## src/rtl/multicycle_control_pkg.sv

```systemverilog
// Shared encodings for the multicycle MIPS control path: FSM states, opcodes
// and the ALU / mux select codes also used by ALU control and the datapath.
package multicycle_control_pkg;

  localparam logic [3:0] S_FETCH  = 4'd0;
  localparam logic [3:0] S_DECODE = 4'd1;
  localparam logic [3:0] S_MEMADR = 4'd2;
  localparam logic [3:0] S_MEMRD  = 4'd3;
  localparam logic [3:0] S_MEMWB  = 4'd4;
  localparam logic [3:0] S_MEMWR  = 4'd5;
  localparam logic [3:0] S_EXEC   = 4'd6;
  localparam logic [3:0] S_RWB    = 4'd7;
  localparam logic [3:0] S_ADDIEX = 4'd8;
  localparam logic [3:0] S_ADDIWB = 4'd9;
  localparam logic [3:0] S_BRANCH = 4'd10;
  localparam logic [3:0] S_JUMP   = 4'd11;
  localparam logic [3:0] S_HALT   = 4'd12;

  localparam logic [5:0] OP_RTYPE = 6'b000000;
  localparam logic [5:0] OP_LW    = 6'b100011;
  localparam logic [5:0] OP_SW    = 6'b101011;
  localparam logic [5:0] OP_BEQ   = 6'b000100;
  localparam logic [5:0] OP_J     = 6'b000010;
  localparam logic [5:0] OP_ADDI  = 6'b001000;

  localparam logic [1:0] ALU_ADD   = 2'd0;
  localparam logic [1:0] ALU_SUB   = 2'd1;
  localparam logic [1:0] ALU_FUNCT = 2'd2;

  localparam logic [1:0] SRCB_B       = 2'd0;
  localparam logic [1:0] SRCB_FOUR    = 2'd1;
  localparam logic [1:0] SRCB_SEXT    = 2'd2;
  localparam logic [1:0] SRCB_SEXT_SH = 2'd3;

  localparam logic [1:0] PCSRC_ALU    = 2'd0;
  localparam logic [1:0] PCSRC_ALUOUT = 2'd1;
  localparam logic [1:0] PCSRC_JUMP   = 2'd2;

  // Dispatch from DECODE; anything unsupported parks the machine in HALT.
  function automatic logic [3:0] decode_next(input logic [5:0] op);
    case (op)
      OP_RTYPE:     decode_next = S_EXEC;
      OP_LW, OP_SW: decode_next = S_MEMADR;
      OP_BEQ:       decode_next = S_BRANCH;
      OP_J:         decode_next = S_JUMP;
      OP_ADDI:      decode_next = S_ADDIEX;
      default:      decode_next = S_HALT;
    endcase
  endfunction

endpackage

```

## src/rtl/multicycle_control_retire_counter.sv

```systemverilog
// Wrapping retired-instruction counter; clear has priority over increment.
module retire_counter #(
  parameter int CNT_W = 32
) (
  input  logic             clock_i,
  input  logic             clear_i,
  input  logic             inc_i,
  output logic [CNT_W-1:0] count_o
);

  logic [CNT_W-1:0] count_q;
  logic [CNT_W-1:0] count_d;

  always_comb begin
    count_d = count_q;
    if (inc_i) count_d = count_q + CNT_W'(1);
  end

  always_ff @(posedge clock_i) begin
    if (clear_i) count_q <= '0;
    else         count_q <= count_d;
  end

  assign count_o = count_q;

endmodule

```

## src/rtl/multicycle_control.sv

```systemverilog
// Multicycle MIPS sequencing FSM: Moore decode of state into datapath controls,
// mem_ready stalls in FETCH/MEMRD/MEMWR, sticky illegal flag, retire count.
module multicycle_control
  import multicycle_control_pkg::*;
#(
  parameter int CNT_W = 32
) (
  input  logic             clock,
  input  logic             reset,
  input  logic [5:0]       opcode,
  input  logic             mem_ready,
  output logic             pc_write,
  output logic             pc_write_cond,
  output logic             iord,
  output logic             mem_read,
  output logic             mem_write,
  output logic             ir_write,
  output logic             mem_to_reg,
  output logic             reg_dst,
  output logic             reg_write,
  output logic             alu_src_a,
  output logic [1:0]       alu_src_b,
  output logic [1:0]       alu_op,
  output logic [1:0]       pc_source,
  output logic             illegal_op,
  output logic [CNT_W-1:0] retired,
  output logic [3:0]       state_dbg
);

  logic [3:0] state_q, state_d;
  logic [5:0] op_q;
  logic       illegal_q;
  logic       retire_inc;

  always_comb begin
    state_d = state_q;
    case (state_q)
      S_FETCH:  if (mem_ready) state_d = S_DECODE;
      S_DECODE: state_d = decode_next(opcode);
      S_MEMADR: state_d = (op_q == OP_SW) ? S_MEMWR : S_MEMRD;
      S_MEMRD:  if (mem_ready) state_d = S_MEMWB;
      S_MEMWR:  if (mem_ready) state_d = S_FETCH;
      S_EXEC:   state_d = S_RWB;
      S_ADDIEX: state_d = S_ADDIWB;
      S_MEMWB, S_RWB, S_ADDIWB, S_BRANCH, S_JUMP: state_d = S_FETCH;
      S_HALT:   state_d = S_HALT;
      default:  state_d = S_FETCH;
    endcase
  end

  always_ff @(posedge clock) begin
    if (reset) begin
      state_q   <= S_FETCH;
      op_q      <= '0;
      illegal_q <= 1'b0;
    end else begin
      state_q <= state_d;
      if (state_q == S_DECODE) op_q <= opcode;
      if (state_d == S_HALT) illegal_q <= 1'b1;
    end
  end

  always_comb begin
    pc_write      = 1'b0;
    pc_write_cond = 1'b0;
    iord          = 1'b0;
    mem_read      = 1'b0;
    mem_write     = 1'b0;
    ir_write      = 1'b0;
    mem_to_reg    = 1'b0;
    reg_dst       = 1'b0;
    reg_write     = 1'b0;
    alu_src_a     = 1'b0;
    alu_src_b     = SRCB_B;
    alu_op        = ALU_ADD;
    pc_source     = PCSRC_ALU;
    retire_inc    = 1'b0;
    case (state_q)
      S_FETCH: begin
        mem_read  = 1'b1;
        alu_src_b = SRCB_FOUR;
        ir_write  = mem_ready;
        pc_write  = mem_ready;
      end
      S_DECODE: alu_src_b = SRCB_SEXT_SH;
      S_MEMADR: begin
        alu_src_a = 1'b1;
        alu_src_b = SRCB_SEXT;
      end
      S_MEMRD: begin
        mem_read = 1'b1;
        iord     = 1'b1;
      end
      S_MEMWB: begin
        reg_write  = 1'b1;
        mem_to_reg = 1'b1;
        retire_inc = 1'b1;
      end
      S_MEMWR: begin
        mem_write  = 1'b1;
        iord       = 1'b1;
        retire_inc = mem_ready;
      end
      S_EXEC: begin
        alu_src_a = 1'b1;
        alu_op    = ALU_FUNCT;
      end
      S_RWB: begin
        reg_write  = 1'b1;
        reg_dst    = 1'b1;
        retire_inc = 1'b1;
      end
      S_ADDIEX: begin
        alu_src_a = 1'b1;
        alu_src_b = SRCB_SEXT;
      end
      S_ADDIWB: begin
        reg_write  = 1'b1;
        retire_inc = 1'b1;
      end
      S_BRANCH: begin
        alu_src_a     = 1'b1;
        alu_op        = ALU_SUB;
        pc_write_cond = 1'b1;
        pc_source     = PCSRC_ALUOUT;
        retire_inc    = 1'b1;
      end
      S_JUMP: begin
        pc_write   = 1'b1;
        pc_source  = PCSRC_JUMP;
        retire_inc = 1'b1;
      end
      default: ;
    endcase
    // Reset aborts the in-flight instruction: no side effects reach the datapath.
    if (reset) begin
      pc_write      = 1'b0;
      pc_write_cond = 1'b0;
      mem_read      = 1'b0;
      mem_write     = 1'b0;
      ir_write      = 1'b0;
      reg_write     = 1'b0;
    end
  end

  retire_counter #(.CNT_W(CNT_W)) u_retire (
    .clock_i (clock),
    .clear_i (reset),
    .inc_i   (retire_inc),
    .count_o (retired)
  );

  assign illegal_op = illegal_q;
  assign state_dbg  = state_q;

endmodule

```

## config.mk

```make
export PLATFORM = sky130hd
export DESIGN_NAME = multicycle_control
export DESIGN_NICKNAME = d
export VERILOG_FILES = /design/src/rtl/multicycle_control_pkg.sv /design/src/rtl/multicycle_control_retire_counter.sv /design/src/rtl/multicycle_control.sv
export SDC_FILE = /design/constraint.sdc
export NUM_CORES = 1
export LEC_CHECK = 0
export ABC_AREA = 1
export CAP_MARGIN = 10
export CORE_ASPECT_RATIO = 0.8
export CORE_MARGIN = 4
export CORE_UTILIZATION = 45
export DETAILED_ROUTE_END_ITERATION = 7
export GPL_TIMING_DRIVEN = 0
export PLACE_DENSITY = 0.84
export SLEW_MARGIN = 20
export SYNTH_ARGS = -nofsm -noshare
export SYNTH_HDL_FRONTEND = slang
export SYNTH_HIERARCHICAL = 1
export SYNTH_SLANG_ARGS = --single-unit
```

## constraint.sdc

```tcl
create_clock -name clock -period 1.7 [get_ports clock]
set_clock_uncertainty 0.1 [all_clocks]
set_input_delay 0.17 -clock clock [delete_from_list [all_inputs] [get_ports clock]]
set_output_delay 0.17 -clock clock [all_outputs]
set_load 0.02 [all_outputs]
```

==> results <==
- The number of antenna diodes in the final layout is 0.
- Synthesis handed over a netlist of 403 instances.
- The clock sink count is 43.
- Leaving out fill and tap cells, the most frequent cell in the layout is nand2_1.
- The final reports fail on setup timing.
- Measured against its own limit, the worst slew margin works out to 65.9%.
- The floorplan row count is 24.
- The horizontal die dimension is 93.0 µm.
- The height of the chip is 76 µm.
- The met2 routing resource usage after global routing is 35.4%.
- The area of placed instances is 3380 µm².
- The synthesized flop and latch total is 43.
- The count of nets left with antenna violations once routing finished came out at 0.
- The CTS buffer count is 5.
- The post-layout worst setup margin is -0.235 ns.
- After detailed routing, the number of remaining DRC violations is 0.
- The final routed wire length divided by cell count is 13.9 µm.
- The fraction of layout cells with a size suffix above 1 is 29.4%.
- At the end of the flow, the number of nets in the layout was 502.
- The congestion estimate from routability-driven global placement came to 0.901.
- Compared with the post-synthesis result, the final layout area differs by 47.8%.
- The minimum clock period after layout is 1.94 ns.
- Input and output buffers added on the ports amount to 60.
- The worst setup path is captured at an output port.
- Max-cap violations in this run came to 0.
- The core box area is 5530 µm².
- The mapped cell area is 2600 µm².
- The met3 layer usage reported by global route is 4.44%.
- The number of antenna violations at the first check in global routing is 0.
- The clock input transition at the sequential cells of the worst setup and hold paths is 0.09 ns.
- The post-synth net total is 413.
- Global routing finished with a remaining overflow of 0.
- The global routing's busiest layer is met2.
- Entering global routing, the biggest net connects 14 pins.
- The maximum fanout along the worst path is 4.
- In this run the deepest clock path goes through 2 buffers.
- In this run the static leakage power is 1.80 nW.
- Setup repair after global routing could not meet its margin everywhere.
- The final HPWL from detailed placement is 5440 µm.
- Clock latency on the worst-skew pair, taken at its later pin, is 0.30 ns.
- The finished layout holds 571 standard cells, fillers aside.
- After layout, the worst path uses 114% of the clock period.
- The element type at the critical path start is a register.
- The root cell of the clock tree is clkbuf_8.
- The mean area per synthesized cell is 6.45 µm².
- The global-route wire length before repair is 12,300 µm.
- The worst slack at placement is -0.467 ns.
- The endpoint required time on the critical path is 1.43 ns.
- The data arrival time of the critical path is 1.67 ns.
- For this block, the initial DRC count from the detailed router was 171.
- Based on the critical path, the design can be clocked at up to 517 MHz.
- The worst hold path belongs to the class input pin to register.
- By startpoint and endpoint, the worst setup path is classified as register to output port.
- In this design, the stage delay of the slowest critical-path cell is 0.39 ns.
- The Yosys step of the flow raised 6 warnings.
- The first-pass iteration count of the detailed router is 5.
- In the global route stage, overall resource usage came out at 20.9%.
- The top cell types in the final layout, fill and taps aside, are nand2_1 (75), nor2_1 (57), inv_1 (45).
- TritonCTS built the clock tree.
- The number of hold buffers added after CTS was 0.
- Setup violations remaining at the end of the flow were counted as 27.
- After detailed routing, the total wire length is 7960 µm.
- The detailed-route vias per instance is 5.19.
- The routed layout has 2,963 vias.
- After routing, the total negative slack on setup checks comes to -3.50 ns.
- The total power divided by cell area is 634 nW/µm².
- Of all cell types, the one taking the most synthesized area is dfxtp_1.
- The number of top-level design ports is 62.
- By area the synthesized netlist is led by dfxtp_1 (33%), nand2_1 (11%), nor2_1 (10%).
- The number of levels the H-tree was split into is 2.
- The slowest stage of the critical path is the dfxtp_4 cell.
- The total die area is 7070 µm².
- The number of placed instances, taps included, is 541.
- Once the floorplan was initialized, standard cells occupied 47.1% of the core.
- The slew at the pin closest to its max-slew limit is 0.511 ns.
- The final non-filler cell area is 3840 µm².
- For this run, the register share of the synthesized area comes to 33.1%.
- The synthesized design devotes to its leading area cell type 33.1% of total area.
- In this run the register-to-register setup slack is -0.19 ns.
- Cells fill 69.6% of the core in the end.
- For this run, global-route usage on met1 was measured as 25.6%.
- The number of global-route vias before repair is 2,800.
- The count of pins over their slew limit came to 0.
- Traced cell by cell, the critical path runs through nor2_4 > buf_4 > nand2_2 > nor2_1 > o21a_1 > clkdlybuf4s15_2.
- The run finished, with violations left.
- The worst voltage drop across the vdd grid is 0.564 mV.
- The number of distinct standard cells referenced by the synthesized netlist is 33.
- The number of hold violations in the final report is 0.
[metal layers]
layer  part of all wire (%)  vias to the layer above  wire length (µm)
met5                      0                        -                 0
met4                    1.6                        0               127
met3                    6.6                       15               525
met2                     51                      114              4030
met1                     41                     1375              3280
li1                       -                     1459                 -
[cells by family after synthesis]
family	after synthesis	synth area share, %
AND/OR/NAND/NOR	240	44.5
XOR/XNOR	3	1.01
adder cells (fa/ha/maj)	1	0.481
buffers and inverters	66	10.3
AO/OA/AOI/OAI	50	10.6
flip-flops	43	33.1
[area by class of cell]
| cell class | count | area [µm²] |
|---|---|---|
| plain buffers | 7 | 43.8 |
| clock buffers | 6 | 72.6 |
| clock inverters | 2 | 12.5 |
| fillers | 441 | 1680 |
| inverters | 59 | 239 |
| multi-input cells | 294 | 1730 |
| flip-flops and latches | 43 | 876 |
| well taps | 78 | 97.6 |
| repair buffers | 82 | 769 |
[report_power, final]
part | internal [mW] | switching (mW)
registers | 1.06 | 0.0559
clock network | 0.287 | 0.358
logic | 0.280 | 0.399
[cell usage after synthesis (all sizes together)]
cell / instances
a21oi: 28
a31o: 1
a31oi: 1
and3: 1
buf: 6
clkbuf: 1
clkinv: 1
dfxtp: 43
ha: 1
inv: 58
nand2: 95
nand3: 34
nand4: 12
nor2: 96
nor3: 2
o21a: 3
o21ai: 15
o21bai: 1
o221ai: 1
xnor2: 3
[worst max-delay path: cells and delay by family (launching register included)]
kind,cells,cell delay [ns]
compound gates,1,0.14
simple gates,3,0.44
flops,1,0.39
buf+inv,2,0.39
[through the flow]
step / hold slack, ns / power [mW]
CTS: 0.0837 / 2.34
global route: 0.118 / 2.54
detailed placement: 0.396 / 1.67
floorplan: 0.205 / 1.46
finish: 0.112 / 2.44
global placement: 0.387 / 1.65
[path summary, 6_finish.rpt]
kind / startpoint / to / cells after the start
worst min-delay path: reset / u_retire/count_o[13]$_SDFFE_PP0P_ / 2
worst max register to register: state_dbg[3]$_SDFF_PP0_ / u_retire/count_o[16]$_SDFFE_PP0P_ / 12
worst max-delay path: state_dbg[1]$_SDFF_PP0_ / pc_write / 6
worst min register to register: u_retire/count_o[8]$_SDFFE_PP0P_ / u_retire/count_o[8]$_SDFFE_PP0P_ / 2
[flip-flops by register name, summed over array words and instances, names as in the netlist]
signal	flops
illegal_op	1
op_q	6
state_dbg	4
u_retire/count_o	32
[timing repair]
item / CTS / global route
pin swaps: 18 / 23
setup endpoints to repair: 45 / 48
gates resized for setup: 78 / 57
setup buffers: 12 / 11
(Power assumes the default switching activity.)
